`src/rtl/seq_pkg.sv`:
```
// seq_pkg: shared opcode/state types, instruction field positions and opcode classes
package seq_pkg;
  typedef enum logic [3:0] {
    OP_ADD  = 4'h0,
    OP_NOT  = 4'h1,
    OP_AND  = 4'h2,
    OP_OR   = 4'h3,
    OP_SRA  = 4'h4,
    OP_SLL  = 4'h5,
    OP_BEQZ = 4'h6,
    OP_BNEZ = 4'h7,
    OP_XOR  = 4'h8,
    OP_ADDI = 4'h9,
    OP_LI   = 4'hA,
    OP_HALT = 4'hF
  } opcode_e;
  typedef enum logic [2:0] {S_IDLE, S_DECODE, S_EXEC, S_WB, S_HALTED} state_e;
  localparam int OP_MSB  = 15;
  localparam int OP_LSB  = 12;
  localparam int RD_MSB  = 11;
  localparam int RD_LSB  = 9;
  localparam int RS1_MSB = 8;
  localparam int RS1_LSB = 6;
  localparam int RS2_MSB = 5;
  localparam int RS2_LSB = 3;
  localparam int IMM_MSB = 5;
  localparam int IMM_LSB = 0;
  function automatic logic is_write(input opcode_e op);
    return op inside {OP_ADD, OP_NOT, OP_AND, OP_OR, OP_SRA, OP_SLL, OP_XOR, OP_ADDI, OP_LI};
  endfunction
  function automatic logic is_branch(input opcode_e op);
    return op inside {OP_BEQZ, OP_BNEZ};
  endfunction
endpackage

```
`src/rtl/seq_decode.sv`:
```
// seq_decode: combinational decode of the instruction register into datapath controls
//   ir                          : latched instruction word
//   alu_op, alu_src1, alu_src2  : ALU opcode and operand-source selects
//   imm_out                     : sign-extended imm6
//   rd0_addr, rd1_addr, wr_addr : register-file addresses (rs1, rs2, rd)
//   wr_cls, br_cls, ill_cls, halt_cls : instruction class flags
module seq_decode
  import seq_pkg::*;
(
  input  logic [15:0] ir,
  output logic [3:0]  alu_op,
  output logic        alu_src1,
  output logic        alu_src2,
  output logic [15:0] imm_out,
  output logic [2:0]  rd0_addr,
  output logic [2:0]  rd1_addr,
  output logic [2:0]  wr_addr,
  output logic        wr_cls,
  output logic        br_cls,
  output logic        ill_cls,
  output logic        halt_cls
);
  opcode_e op;
  assign op = opcode_e'(ir[OP_MSB:OP_LSB]);
  always_comb begin
    wr_cls   = is_write(op);
    br_cls   = is_branch(op);
    halt_cls = op == OP_HALT;
    ill_cls  = !(wr_cls || br_cls || halt_cls);
    alu_src1 = op == OP_LI;
    alu_src2 = op == OP_ADDI || op == OP_LI;
    alu_op   = alu_src2 ? 4'(OP_ADD) : ir[OP_MSB:OP_LSB];
    imm_out  = {{(16 - (IMM_MSB - IMM_LSB + 1)){ir[IMM_MSB]}}, ir[IMM_MSB:IMM_LSB]};
    rd0_addr = ir[RS1_MSB:RS1_LSB];
    rd1_addr = ir[RS2_MSB:RS2_LSB];
    wr_addr  = ir[RD_MSB:RD_LSB];
  end
endmodule

```
`src/rtl/alu_exec_sequencer.sv`:
```
// alu_exec_sequencer: multi-cycle FSM sequencing the ALU/register-file datapath
//   instr_valid/instr_ready/instr : one-at-a-time instruction handshake
//   alu_result, alu_ovf, take_branch : datapath feedback, captured in EXEC
//   rd0_addr, rd1_addr, wr_addr, alu_op, alu_src1, alu_src2, imm_out : decoded controls
//   wr_en, wr_data : register write strobe and data (WB state)
//   pc, retired    : program counter and retired-instruction count
//   busy, halted, ovf_flag, illegal : status
module alu_exec_sequencer
  import seq_pkg::*;
#(
  parameter int PC_W = 8
) (
  input  logic            clk,
  input  logic            rst,
  input  logic            instr_valid,
  output logic            instr_ready,
  input  logic [15:0]     instr,
  input  logic [15:0]     alu_result,
  input  logic            alu_ovf,
  input  logic            take_branch,
  output logic [2:0]      rd0_addr,
  output logic [2:0]      rd1_addr,
  output logic [2:0]      wr_addr,
  output logic [3:0]      alu_op,
  output logic            alu_src1,
  output logic            alu_src2,
  output logic [15:0]     imm_out,
  output logic            wr_en,
  output logic [15:0]     wr_data,
  output logic [PC_W-1:0] pc,
  output logic            busy,
  output logic            halted,
  output logic            ovf_flag,
  output logic            illegal,
  output logic [15:0]     retired
);
  state_e state, state_nx;
  logic [15:0] ir, res_q;
  logic wr_cls, br_cls, ill_cls, halt_cls;
  logic in_exec, pc_inc, pc_jmp, retire, add_cls;
  seq_decode u_dec (
    .ir       (ir),
    .alu_op   (alu_op),
    .alu_src1 (alu_src1),
    .alu_src2 (alu_src2),
    .imm_out  (imm_out),
    .rd0_addr (rd0_addr),
    .rd1_addr (rd1_addr),
    .wr_addr  (wr_addr),
    .wr_cls   (wr_cls),
    .br_cls   (br_cls),
    .ill_cls  (ill_cls),
    .halt_cls (halt_cls)
  );
  always_ff @(posedge clk or posedge rst)
    if (rst) state <= S_IDLE;
    else state <= state_nx;
  always_comb begin
    state_nx = state == S_IDLE   ? (instr_valid ? S_DECODE : S_IDLE) :
               state == S_DECODE ? S_EXEC :
               state == S_EXEC   ? (wr_cls ? S_WB : halt_cls ? S_HALTED : S_IDLE) :
               state == S_HALTED ? S_HALTED : S_IDLE;
  end
  always_comb begin
    instr_ready = state == S_IDLE;
    busy        = state inside {S_DECODE, S_EXEC, S_WB};
    halted      = state == S_HALTED;
    wr_en       = state == S_WB;
    wr_data     = res_q;
  end
  always_comb begin
    in_exec = state == S_EXEC;
    add_cls = ir[OP_MSB:OP_LSB] inside {OP_ADD, OP_ADDI};
    pc_jmp  = in_exec && br_cls && take_branch;
    pc_inc  = wr_en || (in_exec && (ill_cls || (br_cls && !take_branch)));
    retire  = wr_en || (in_exec && !wr_cls);
  end
  always_ff @(posedge clk or posedge rst)
    if (rst) begin
      ir       <= '0;
      res_q    <= '0;
      pc       <= '0;
      retired  <= '0;
      ovf_flag <= 1'b0;
      illegal  <= 1'b0;
    end else begin
      if (instr_ready && instr_valid) ir <= instr;
      if (in_exec) res_q <= alu_result;
      if (in_exec && add_cls && alu_ovf) ovf_flag <= 1'b1;
      illegal <= in_exec && ill_cls;
      if (pc_jmp) pc <= pc + PC_W'($signed(imm_out));
      else if (pc_inc) pc <= pc + PC_W'(1);
      if (retire) retired <= retired + 16'd1;
    end
endmodule

```
`config.mk`:
```
export PLATFORM = sky130hd
export DESIGN_NAME = alu_exec_sequencer
export DESIGN_NICKNAME = d
export VERILOG_FILES = /design/src/rtl/seq_pkg.sv /design/src/rtl/seq_decode.sv /design/src/rtl/alu_exec_sequencer.sv
export SDC_FILE = /design/constraint.sdc
export NUM_CORES = 1
export LEC_CHECK = 0
export CAP_MARGIN = 10
export CORE_UTILIZATION = 48
export DETAILED_ROUTE_END_ITERATION = 8
export PLACE_DENSITY_LB_ADDON = 0.1
export SYNTH_ARGS = -nofsm -noshare
export SYNTH_HDL_FRONTEND = slang
export SYNTH_SLANG_ARGS = --single-unit
export TNS_END_PERCENT = 5
```
`constraint.sdc`:
```
create_clock -name clk -period 5.4 [get_ports clk]
set_input_delay 1.08 -clock clk [delete_from_list [all_inputs] [get_ports clk]]
set_output_delay 1.08 -clock clk [all_outputs]
set_load 0.01 [all_outputs]
```
-- After elaboration in Yosys (flattened, before gate mapping)
Index checks and enable logic that the tools add are counted.
- add/subtract/negate cells: 3
- eq/ne operators: 15
- muxes and demuxes: 10
- reductions and logical operators: 25
- operators by type and width (kind ; count):
    two-way mux 3 bit ; 6
    adder 16 x 1 -> 16 bit, second input constant ; 1
    equality test 4 x 3 -> 1 bit, second input constant ; 4
    equality test 4 bit, second input constant ; 4
    two-way mux 8 bit ; 2
    logical AND 1 bit ; 9
    nonzero test 9 bit ; 1
    adder 8 x 1 -> 8 bit, second input constant ; 1
    adder 8 bit ; 1
    equality test 4 x 2 -> 1 bit, second input constant ; 2
    equality test 3 x 2 -> 1 bit, second input constant ; 2
    logical OR 1 bit ; 6
    nonzero test 2 bit ; 3
    equality test 4 x 1 -> 1 bit, second input constant ; 1
    logical NOT 4 bit ; 1
    two-way mux 4 bit ; 1
    equality test 3 x 1 -> 1 bit, second input constant ; 1
    equality test 3 bit, second input constant ; 1
    logical NOT 1 bit ; 3
    logical NOT 3 bit ; 1
    nonzero test 3 bit ; 1
    two-way mux 1 bit ; 1
- bits in registers: 61
- input bits: 37
- output and inout port bits: 77
- word-level logic and storage cells: 60

-- Depth between registers and ports, before layout
Gate-level depths: netlist of the first run.
- depth in word-level cells: 10
- depth in mapped cells: 12
- depth with buffers taken out: 11

-- Cells and area by module
Synthesis of the first run repeated with hierarchy kept, for this count alone.
- cells, all modules: 272
- area total of the unflattened synthesis: 3144.3 um2
- modules (own cells, without submodules) (module ; times used ; cells each ; area each (um2) ; seq. area each (um2)):
    alu_exec_sequencer ; 1 ; 228 ; 2821.5 ; 1526.5
    seq_decode ; 1 ; 44 ; 322.8 ; 0.0

-- Worst setup path before layout of the first run
No wires, ideal clock.
- path type: input -> register
- start point: input port take_branch
- end point: register pc[7]
- library setup time: 0.125 ns
- arrival: 2.942 ns
- required time: 5.275 ns
- path slack: 2.333 ns
- stages on the path: 10
- path buffers: 0
- path through: nand4b_1 nor3_1 nand2_1 inv_1 ha_1 a211oi_1 o21bai_1 a21oi_1 mux2_4 xnor2_2
- word-level cells in the longest chain between the ends: 6
- elaborated cells on any way between the ends: 8
- classes of those cells: mux: 1; reduce/logical: 7
- ends and longest elaborated chain (what ; line ; RTL):
    start, declared ; alu_exec_sequencer.sv:20 ; input logic take_branch,
    logical NOT 1 bit ; alu_exec_sequencer.sv:75 ; pc_inc = wr_en || (in_exec && (ill_cls || (br_cls && !take_branch)));
    logical AND 1 bit ; alu_exec_sequencer.sv:75 ;
    logical OR 1 bit ; alu_exec_sequencer.sv:75 ;
    logical AND 1 bit ; alu_exec_sequencer.sv:75 ;
    logical OR 1 bit ; alu_exec_sequencer.sv:75 ;
    nonzero test 2 bit (no source line) ; -- ;
    end signal, assigned ; alu_exec_sequencer.sv:91 ; if (pc_jmp) pc <= pc + PC_W'($signed(imm_out));
    end signal, assigned ; alu_exec_sequencer.sv:92 ; else if (pc_inc) pc <= pc + PC_W'(1);
    end, declared ; alu_exec_sequencer.sv:30 ; output logic [PC_W-1:0] pc,
Several ways; a longest one is shown, not always the timed one.
A chain may end at the register's enable or synchronous reset.

-- Final worst setup path of the first run
Ends and elaborated chain as after synthesis.

==> impl_results.md, run 1 <==
* Initial antenna violation count at 0
* First-pass GRT wire length at 10300 um
* Post-Route WL at 6340 um
* Mean Syn Cell Area at 11.7 sq um
* Fin nets at 397
* P&R area growth vs syn at 41.0%
* Full die area at 6680 sq um
* Max Cap Viol at 0
* Syn Inst Count at 262
* Placed insts at 417
* Vias at 2219
* Mapped cell area at 3050 sq um
* Post-synth top area cell: dfrtp_1
* Critical-path maximum fanout at 6
* YS warnings at 0
* Pre-CTS WS at 1.51 ns
* Worst slew margin at 43.1%
* Tightest Pin Transition at 0.854 ns
* TritonCTS clock tree: built
* CP Capture Type: flop
* Kind of critical path: input port to flop
* Tot GR Track Use at 20.9%
* DR WL/cell at 14.6 um
* Footprint of the multi-input gates at 1270 sq um
* GPL Wtd Cong at 0.837
* Die X-Extent at 81.8 um
* Skew-Pair Late Insertion Delay at 0.34 ns
* Port Buffers at 113
* Final Max Slew Viols at 0
* VDD IR max at 0.000335 V
* Row count at 28
* Number of synthesized flops with an enable pin at 0
* First DRT Iteration DRCs at 96
* Most frequent cells after synthesis: dfrtp_1, mux2_2, buf_4
* Num ports at 114
* Vias per Instance at 5.12
* Sink Count at 61
* CP Data Required Time at 5.62 ns
* Initial Utilization at 50.7%
* Worst setup SP type: input port
* Final worst path period share at 65.2%
* FFs w/ async S/R, synth at 100%
* Cts repair resizes at 0
* Top cells by area, synth: dfrtp_1, mux2_2, buf_4, xnor2_1, ha_1
* First-pass DRT Iterations at 5
* Seq/Total Area, Yosys at 50.0%
* Final Setup Violations at 0
* Final worst-path setup slack at 1.88 ns
* Power Density at 601 nW/um^2
* Layout cell share with drive strength beyond 1 at 16.2%
* CTS H-tree depth at 3
* Vias in the first global route at 2177
* CTS buffer count at 9
* Final Hold Viols at 0
* Root buffer cell: clkbuf_8
* Skew final at 0.00864 ns
* Reg area at 1530 sq um
* Clock slew at reported path FFs at 0.07 ns
* WP data arrival at 3.75 ns
* Post-Syn Nets at 306
* Post-CTS Hold Buffers at 0
* Die Span Y at 81.8 um
* Fin cells at 433
* Diodes inserted at 0
* Unique masters post-synth at 44
* Share of the synthesized area in the top cell type at 50.0%
* Synth Flop Type: dfrtp_1
* Largest net degree at the start of global routing at 62
* Pleak at 1.83 nW
* Tmin final at 3.52 ns
* ANT nets after route at 0
* Status: finished clean
* Count leader, synth: dfrtp_1
* Placeable Area at 6030 sq um
* Setup TNS at 0 ns
* #FFs+latches synth at 61
* RSZ-0062 raised after global routing: false
* Max Clock Freq at 284 MHz
* Residual DRC at 0
* Hold/Removal Path Class: flop to flop
* Final Util at 71.4%
* CTS max path bufs at 2
* Hold Slack at 0.479 ns
* Fill count at 445
* Congestion Overflow GR at 0
* DP Wirelength at 4500 um
* Post-CTS setup buffers at 0
[area by class of cell]
cell class | instances | area share, %
Timing Repair Buffer | 115 | 26.6
Inverter | 5 | 0.436
Clock inverter | 7 | 2.85
Clock buffer | 9 | 2.88
Sequential cell | 61 | 35.5
Multi-Input combinational cell | 161 | 29.6
Tap cell | 75 | 2.18
[per-layer routing]
layer | share of wire (%) | wire length [um] | global-route usage, %
met4 | 0.39 | 25 | 6.84
met1 | 42 | 2660 | 25.6
met5 | 0 | 0 | 0
met3 | 6.3 | 400 | 7.33
met2 | 51 | 3250 | 34.4
[flip-flops by register name (all words and copies together) (netlist names)]
name,cells
state,3
wr_data,16
ir,16
pc,8
ovf_flag,1
illegal,1
retired,16
[cell usage in the layout (no fill, tap or decap), types with 4 or more instances in the layout]
cell type        count
a21o_1               4
a21oi_1              6
and2_1               7
clkbuf_8             9
clkdlybuf4s50_1    113
dfrtp_1             61
ha_1                 6
inv_1                4
mux2_2              36
nand2_1             14
nand2b_1             4
nand3_1              6
nand4_1              4
nor2_1              11
nor3_1               5
o21a_1               4
o21ai_0              4
xnor2_1             17
xor2_1               5
[worst max-delay path, stage by stage]
cell and delay [ns]:
clkdlybuf4s50_1 0.46, nand4b_1 0.11, nor3_1 0.50, nand2_1 0.19, inv_1 0.09, ha_1 0.23
a211oi_1 0.24, o21bai_1 0.13, a21oi_1 0.24, mux2_4 0.34, xnor2_2 0.12
[where the power goes]
part,switching [W],internal [W],total [W]
Clock,0.000191,0.000309,0.000500
Sequential,0.000194,0.000645,0.000838
Combinational,0.000497,0.000755,0.00125
[worst paths after layout]
check / startpoint / slack (ns) / cells after the start / to
setup reg to reg: state[2]$_DFF_PP0_ / 2.33 / 10 / pc[7]$_DFFE_PP0P_
hold reg to reg: retired[15]$_DFFE_PP0P_ / 0.48 / 1 / retired[15]$_DFFE_PP0P_
min in group asynchronous: rst / 1.28 / 3 / wr_data[0]$_DFFE_PP0N_
max in group asynchronous: rst / 3.62 / 3 / ir[1]$_DFFE_PP0P_
setup / recovery: take_branch / 1.88 / 11 / pc[7]$_DFFE_PP0P_
hold / removal: retired[15]$_DFFE_PP0P_ / 0.48 / 1 / retired[15]$_DFFE_PP0P_
[metrics by stage]
stage	total power, W	instance area (sq um)
after global routing	0.00276	4310
after global placement	0.00208	4060
after CTS	0.00262	4310
after floorplan	0.00161	3050
final	0.00259	4310
after detailed placement	0.00211	4060
[kinds of logic (layout without fill, tap and decap cells)]
logic type / Yosys count / after routing / synth area share, %
buf+inv: 40 / 136 / 8.28
flops: 61 / 61 / 50.0
fa+ha+maj: 7 / 7 / 3.11
compound gates: 28 / 28 / 6.39
xor+xnor: 23 / 23 / 6.84
mux: 37 / 37 / 13.8
simple gates: 66 / 66 / 11.6
(Power assumes the default switching activity.)
==> inputs of run 2 (changes only) <==
CORE_UTILIZATION = 40   (was 48)
clock period = 3 ns   (was 5.4 ns; I/O delays follow)
==> run 2 against run 1 <==
  * Via count grew 2.2%
  * Worst setup slack got worse by 1.6 ns
  * Non-clock buffer count grew 13
  * Cell count increased by 8.5%
  * First-iteration DRC count fell by 9.4%
  * Power grew 77%
  * Clock-buffer cell count rose by 2
  * Sequential share of layout area fell by 0.86 points
  * Core utilization shrank 11 points
  * Critical path type unchanged
  * Critical endpoint unchanged
==> impl_results.md, run 2 (synthesis results as in run 1) <==
* Final worst-path setup slack at 0.227 ns (-1.65 ns)
* P&R area growth vs syn at 44.5%
* First-pass DRT Iterations at 4 (-1)
* Post-CTS setup buffers at 0 (unchanged)
* Initial antenna violation count at 0 (unchanged)
* DR WL/cell at 13.7 um (-6.5%)
* CP Data Required Time at 3.21 ns (-2.41 ns)
* Internal power at 0.00301 W (+76%)
* Pre-CTS WS at -0.110 ns (-1.62 ns)
* Final Max Slew Viols at 0 (unchanged)
* Status: finished clean
* GPL Wtd Cong at 0.817 (-2.4%)
* RSZ-0062 raised after global routing: false
* Critical-path maximum fanout at 5 (-1)
* Largest net degree at the start of global routing at 54 (-13%)
* Final Setup Violations at 0 (unchanged)
* Tot GR Track Use at 17.5% (-3.5 points)
* Pleak at 1.89 nW (+3.0%)
* Post-CTS Hold Buffers at 0 (unchanged)
* Fin cells at 470 (+8.5%)
* Placed insts at 454 (+8.9%)
* Hold/Removal Path Class: flop to flop
* Vias in the first global route at 2221 (+2.0%)
* First DRT Iteration DRCs at 87 (-9.4%)
* Root buffer cell: clkbuf_8
* First-pass GRT wire length at 10500 um (+1.4%)
* Slowest cell on crit path: clkdlybuf4s50_1
* Clock power share at 16.1% (-3.2 points)
* Vias at 2267 (+2.2%)
* Sink Count at 61 (unchanged)
* Switch Pwr at 0.00157 W (+78%)
* Flop-to-flop setup slack at 0.48 ns (-1.85 ns)
* Cts repair resizes at 0 (unchanged)
* Switching share of power at 34.3% (+0.27 points)
* Row count at 31 (+11%)
* Placed Area at 4210 sq um (+3.8%)
* Layout cell share with drive strength beyond 1 at 18.9% (+2.7 points)
* CTS H-tree depth at 3 (unchanged)
* Most common cell after layout, fill and taps aside: clkdlybuf4s50_1
* CP bufs+invs at 3 (+1)
* Power Density at 1040 nW/um^2 (+73%)
* Skew final at 0.0118 ns (+0.00319 ns)
* Total Power at 0.00458 W (+77%)
* Worst slew margin at 46.0% (+2.9 points)
* WP data arrival at 2.99 ns (-0.76 ns)
* Initial Utilization at 41.6% (-9.0 points)
* Tightest Pin Transition at 0.803 ns (-0.0504 ns)
* Post-Route WL at 6430 um (+1.5%)
* Levels on crit path at 12 (+1)
* Logic gate share of total power at 52.4% (+4.1 points)
* Setup TNS at 0 ns (unchanged)
* Fill count at 626 (+41%)
* Final Hold Viols at 0 (unchanged)
* Hold depth at 1 (unchanged)
* Crit-path max cell delay at 0.47 ns (-0.03 ns)
* CTS max path bufs at 2 (unchanged)
* Max Cap Viol at 0 (unchanged)
* Kind of critical path: input port to flop
* Delay-heaviest family, CP: buffers and inverters
* TritonCTS clock tree: built
* CP cell instances: clkdlybuf4s50_1, nand4b_1, nor3_1, buf_4, nand2_1, inv_1, ha_1, a211oi_1, o21bai_1, a21oi_1, mux2_4, xnor2_2
* Die Span Y at 89.4 um (+9.3%)
* Skew-Pair Late Insertion Delay at 0.33 ns (about the same)
* CP Capture Type: flop
* Non-Filler Cell Area, Final at 4410 sq um (+2.5%)
* Vias per Instance at 4.82 (-5.9%)
* Cells on worst reg2reg path at 11 (+1)
* Most frequent cells in the layout: clkdlybuf4s50_1, dfrtp_1, mux2_2
* VDD IR max at 0.000398 V (+19%)
* DP Wirelength at 4690 um (+4.2%)
* Clock slew at reported path FFs at 0.07 ns (about the same)
* Congestion Overflow GR at 0 (unchanged)
* CTS buffer count at 9 (unchanged)
* Worst setup SP type: input port
* Residual DRC at 0 (unchanged)
* Register share of total power at 31.5% (-0.9 points)
* Placeable Area at 7330 sq um (+22%)
* Num ports at 114 (unchanged)
* Diodes inserted at 0 (unchanged)
* Final worst path period share at 92.4%
* ANT nets after route at 0 (unchanged)
* Port Buffers at 113 (unchanged)
* Max Clock Freq at 361 MHz
* Fin nets at 410 (+3.3%)
* Tmin final at 2.77 ns
* Full die area at 7990 sq um (+19%)
* Die X-Extent at 89.4 um (+9.3%)
[run 2: cell type report]
type	instances	area (sq um)	share of cell area [%]
clock buffers	11	141	3.20
clock inverters	5	60.1	1.36
inverters	5	18.8	0.425
multi-input cells	161	1270	28.9
flip-flops and latches	61	1530	34.6
well taps	99	124	2.81
repair buffers	128	1270	28.7
[run 2: per-stage QoR]
stage / hold WS, ns / utilization [%]
CTS: 0.477 / 60.2
global route: 0.511 / 60.2
global placement: 0.452 / 57.5
finish: 0.475 / 60.2
detailed placement: 0.464 / 57.5
floorplan: 0.482 / -
[run 2: power by group through the flow]
stage	registers (W)	logic, W	clock network (W)
detailed placement	0.00147	0.00242	0
finish	0.00144	0.00240	0.000739
global placement	0.00145	0.00240	0
CTS	0.00145	0.00243	0.000765
global route	0.00151	0.00262	0.000796
floorplan	0.00149	0.00141	0
[run 2: layer usage]
layer / part of all wire (%) / track usage [%] / up-vias
li1: - / - / 1098
met1: 44 / 21.6 / 1098
met2: 49 / 29.0 / 62
met3: 5.1 / 5.08 / 9
met4: 1.3 / 6.49 / 0
met5: 0 / 0 / -
[run 2: final timing paths]
check / startpoint / end
max: take_branch / pc[7]$_DFFE_PP0P_
max reg2reg: state[2]$_DFF_PP0_ / pc[7]$_DFFE_PP0P_
min reg2reg: retired[15]$_DFFE_PP0P_ / retired[15]$_DFFE_PP0P_
max in group asynchronous: rst / ir[12]$_DFFE_PP0P_
min: retired[15]$_DFFE_PP0P_ / retired[15]$_DFFE_PP0P_
min in group asynchronous: rst / wr_data[7]$_DFFE_PP0N_
==> inputs of run 3 (changes only) <==
CORE_ASPECT_RATIO = 1.5   (was default)
CTS_CLUSTER_SIZE = 24   (was default)
==> run 3 against run 2 <==
  * Global-route usage grew 1.5 points
  * Core utilization shrank 0.61 points
  * Final area shrank 1.1%
  * Via count shrank 0.26%
  * Clock power shrank 11%
  * Clock skew shrank 0.0053 ns
  * Routed wire length grew 2.1%
  * Combinational power is essentially flat
  * Critical path type is now flop to output pin
  * Largest cell class unchanged
  * Largest power group unchanged
  * Highest routed layer unchanged
==> impl_results.md, run 3 (synthesis results as in run 1) <==
* DR WL/cell at 14.0 um (+2.3%)
* Post-Route WL at 6570 um (+2.1%)
* Root buffer cell: clkbuf_8
* Pleak at 1.87 nW (-1.1%)
* First-pass GRT wire length at 11200 um (+7.3%)
* Tot GR Track Use at 18.9% (+1.5 points)
* Vias at 2261 (-0.26%)
* Skew-Pair Late Insertion Delay at 0.34 ns (about the same)
* VDD IR max at 0.000511 V (+28%)
* Fin nets at 408 (-0.49%)
* Die Span Y at 109 um (+22%)
* Worst slew margin at 51.1% (+5.2 points)
* Critical-path maximum fanout at 9 (+4)
* Kind of critical path: flop to output pin
* Met1 WL at 2610 um (-8.7%)
* Vias in the first global route at 2376 (+7.0%)
* Post-CTS setup buffers at 0 (unchanged)
* Placeable Area at 7320 sq um (-0.12%)
* Tmin final at 2.66 ns (-0.108 ns)
* Power Density at 1030 nW/um^2 (-0.87%)
* CP Capture Type: output pin
* Fill count at 657 (+5.0%)
* Reg area at 1530 sq um (unchanged)
* Placed insts at 453 (-0.22%)
* Fin cells at 469 (-0.21%)
* Clock slew at reported path FFs at 0.06 ns (about the same)
* Max Clock Freq at 375 MHz (+4.0%)
* CTS buffer count at 9 (unchanged)
* Row count at 38 (+23%)
* Full die area at 7990 sq um (about the same)
* Final Setup Violations at 0 (unchanged)
* First-pass DRT Iterations at 4 (unchanged)
* Num ports at 114 (unchanged)
* Most frequent cells in the layout: clkdlybuf4s50_1, dfrtp_1, mux2_2
* Vias per Instance at 4.82 (about the same)
* Highest routed metal layer: met4
* Port Buffers at 113 (unchanged)
* Final worst path period share at 88.8% (-3.6 points)
* Die X-Extent at 73.3 um (-18%)
* Worst setup SP type: flop
* Final Max Slew Viols at 0 (unchanged)
* Initial antenna violation count at 0 (unchanged)
* RSZ-0062 raised after global routing: false
* Layout cell share with drive strength beyond 1 at 18.4% (-0.44 points)
* Sink Count at 61 (unchanged)
* Tightest Pin Transition at 0.733 ns (-0.0702 ns)
* Final Hold Viols at 0 (unchanged)
* Initial Utilization at 41.7% (+0.050 points)
* Hold Slack at 0.472 ns (-0.00280 ns)
* WP data arrival at 2.06 ns (-0.93 ns)
* Hold/Removal Path Class: flop to flop
* Post-CTS Hold Buffers at 0 (unchanged)
* Residual DRC at 0 (unchanged)
* Max Cap Viol at 0 (unchanged)
* Status: finished clean
* DP Wirelength at 4910 um (+4.6%)
* Cts repair resizes at 0 (unchanged)
* CP Data Required Time at 2.40 ns (-0.81 ns)
* Congestion Overflow GR at 0 (unchanged)
* First DRT Iteration DRCs at 70 (-20%)
* Wire length on met2 at 3410 um (+8.0%)
* CTS max path bufs at 2 (unchanged)
* Skew final at 0.00656 ns (-0.00526 ns)
* Most common cell after layout, fill and taps aside: clkdlybuf4s50_1
* P&R area growth vs syn at 42.9%
* GPL Wtd Cong at 0.769 (-5.9%)
* Met3 WL post-DR at 449 um (+36%)
* Largest net degree at the start of global routing at 37 (-31%)
* Footprint of the multi-input gates at 1270 sq um (unchanged)
* TritonCTS clock tree: built
* CTS H-tree depth at 3 (unchanged)
* Diodes inserted at 0 (unchanged)
* ANT nets after route at 0 (unchanged)
## run 3: cell count changes in the layout (fill, tap and decap cells not counted)
cell	delta
clkinv_2	+2
clkinv_4	-2
buf_12	-1
buf_4	-1
bufinv_16	-1
clkbuf_8	+1
## run 3: power breakdown
group	total [W]	internal, W	switching [W]
Combinational	0.00239	0.00142	0.000965
Sequential	0.00145	0.00116	0.000285
Clock	0.000657	0.000340	0.000317
Total	0.00449	0.00292	0.00157
## run 3: final timing paths
| kind | from | slack (ns) | depth (start not counted) | to |
|---|---|---|---|---|
| worst min-delay path | ovf_flag$_DFFE_PP0P_ | 0.47 | 1 | ovf_flag$_DFFE_PP0P_ |
| worst min register to register | ovf_flag$_DFFE_PP0P_ | 0.47 | 1 | ovf_flag$_DFFE_PP0P_ |
| max in group asynchronous | rst | 1.75 | 3 | ir[14]$_DFFE_PP0P_ |
| worst max-delay path | ir[14]$_DFFE_PP0P_ | 0.34 | 3 | alu_src1 |
| worst max register to register | state[2]$_DFF_PP0_ | 0.51 | 11 | pc[7]$_DFFE_PP0P_ |
| min in group asynchronous | rst | 0.65 | 2 | wr_data[10]$_DFFE_PP0N_ |
## run 3: critical path, cell delays in order (launching register included)
cell and delay (ns):
dfrtp_1 0.46, nand2b_1 0.25, nor3b_1 0.38, clkdlybuf4s50_1 0.63
## run 3: layer usage
metal / vias up / GRT usage (%)
li1: 1081 / -
met1: 1088 / 20.5
met2: 84 / 32.5
met3: 8 / 7.58
met4: 0 / 7.97
met5: - / 0
## run 3: through the flow
| stage | setup WS, ns | total power [W] | cell area [sq um] | util (%) | setup TNS, ns |
|---|---|---|---|---|---|
| finish | 0.335 | 0.00449 | 4360 | 59.6 | 0 |
| global route | 0.131 | 0.00485 | 4360 | 59.6 | 0 |
| CTS | 0.299 | 0.00456 | 4360 | 59.6 | 0 |
| detailed placement | -0.0349 | 0.00388 | 4190 | 57.2 | -0.0359 |
| global placement | -0.00833 | 0.00385 | 4190 | 57.2 | -0.00833 |
| floorplan | 0.408 | 0.00289 | 3050 | - | 0 |
## run 3: final cells by class
class	instances	share of cell area, %
Sequential cell	61	35.0
Multi-Input combinational cell	161	29.2
Timing Repair Buffer	126	28.4
Clock buffer	12	3.56
Tap cell	100	2.87
Clock inverter	4	0.516
Inverter	5	0.430
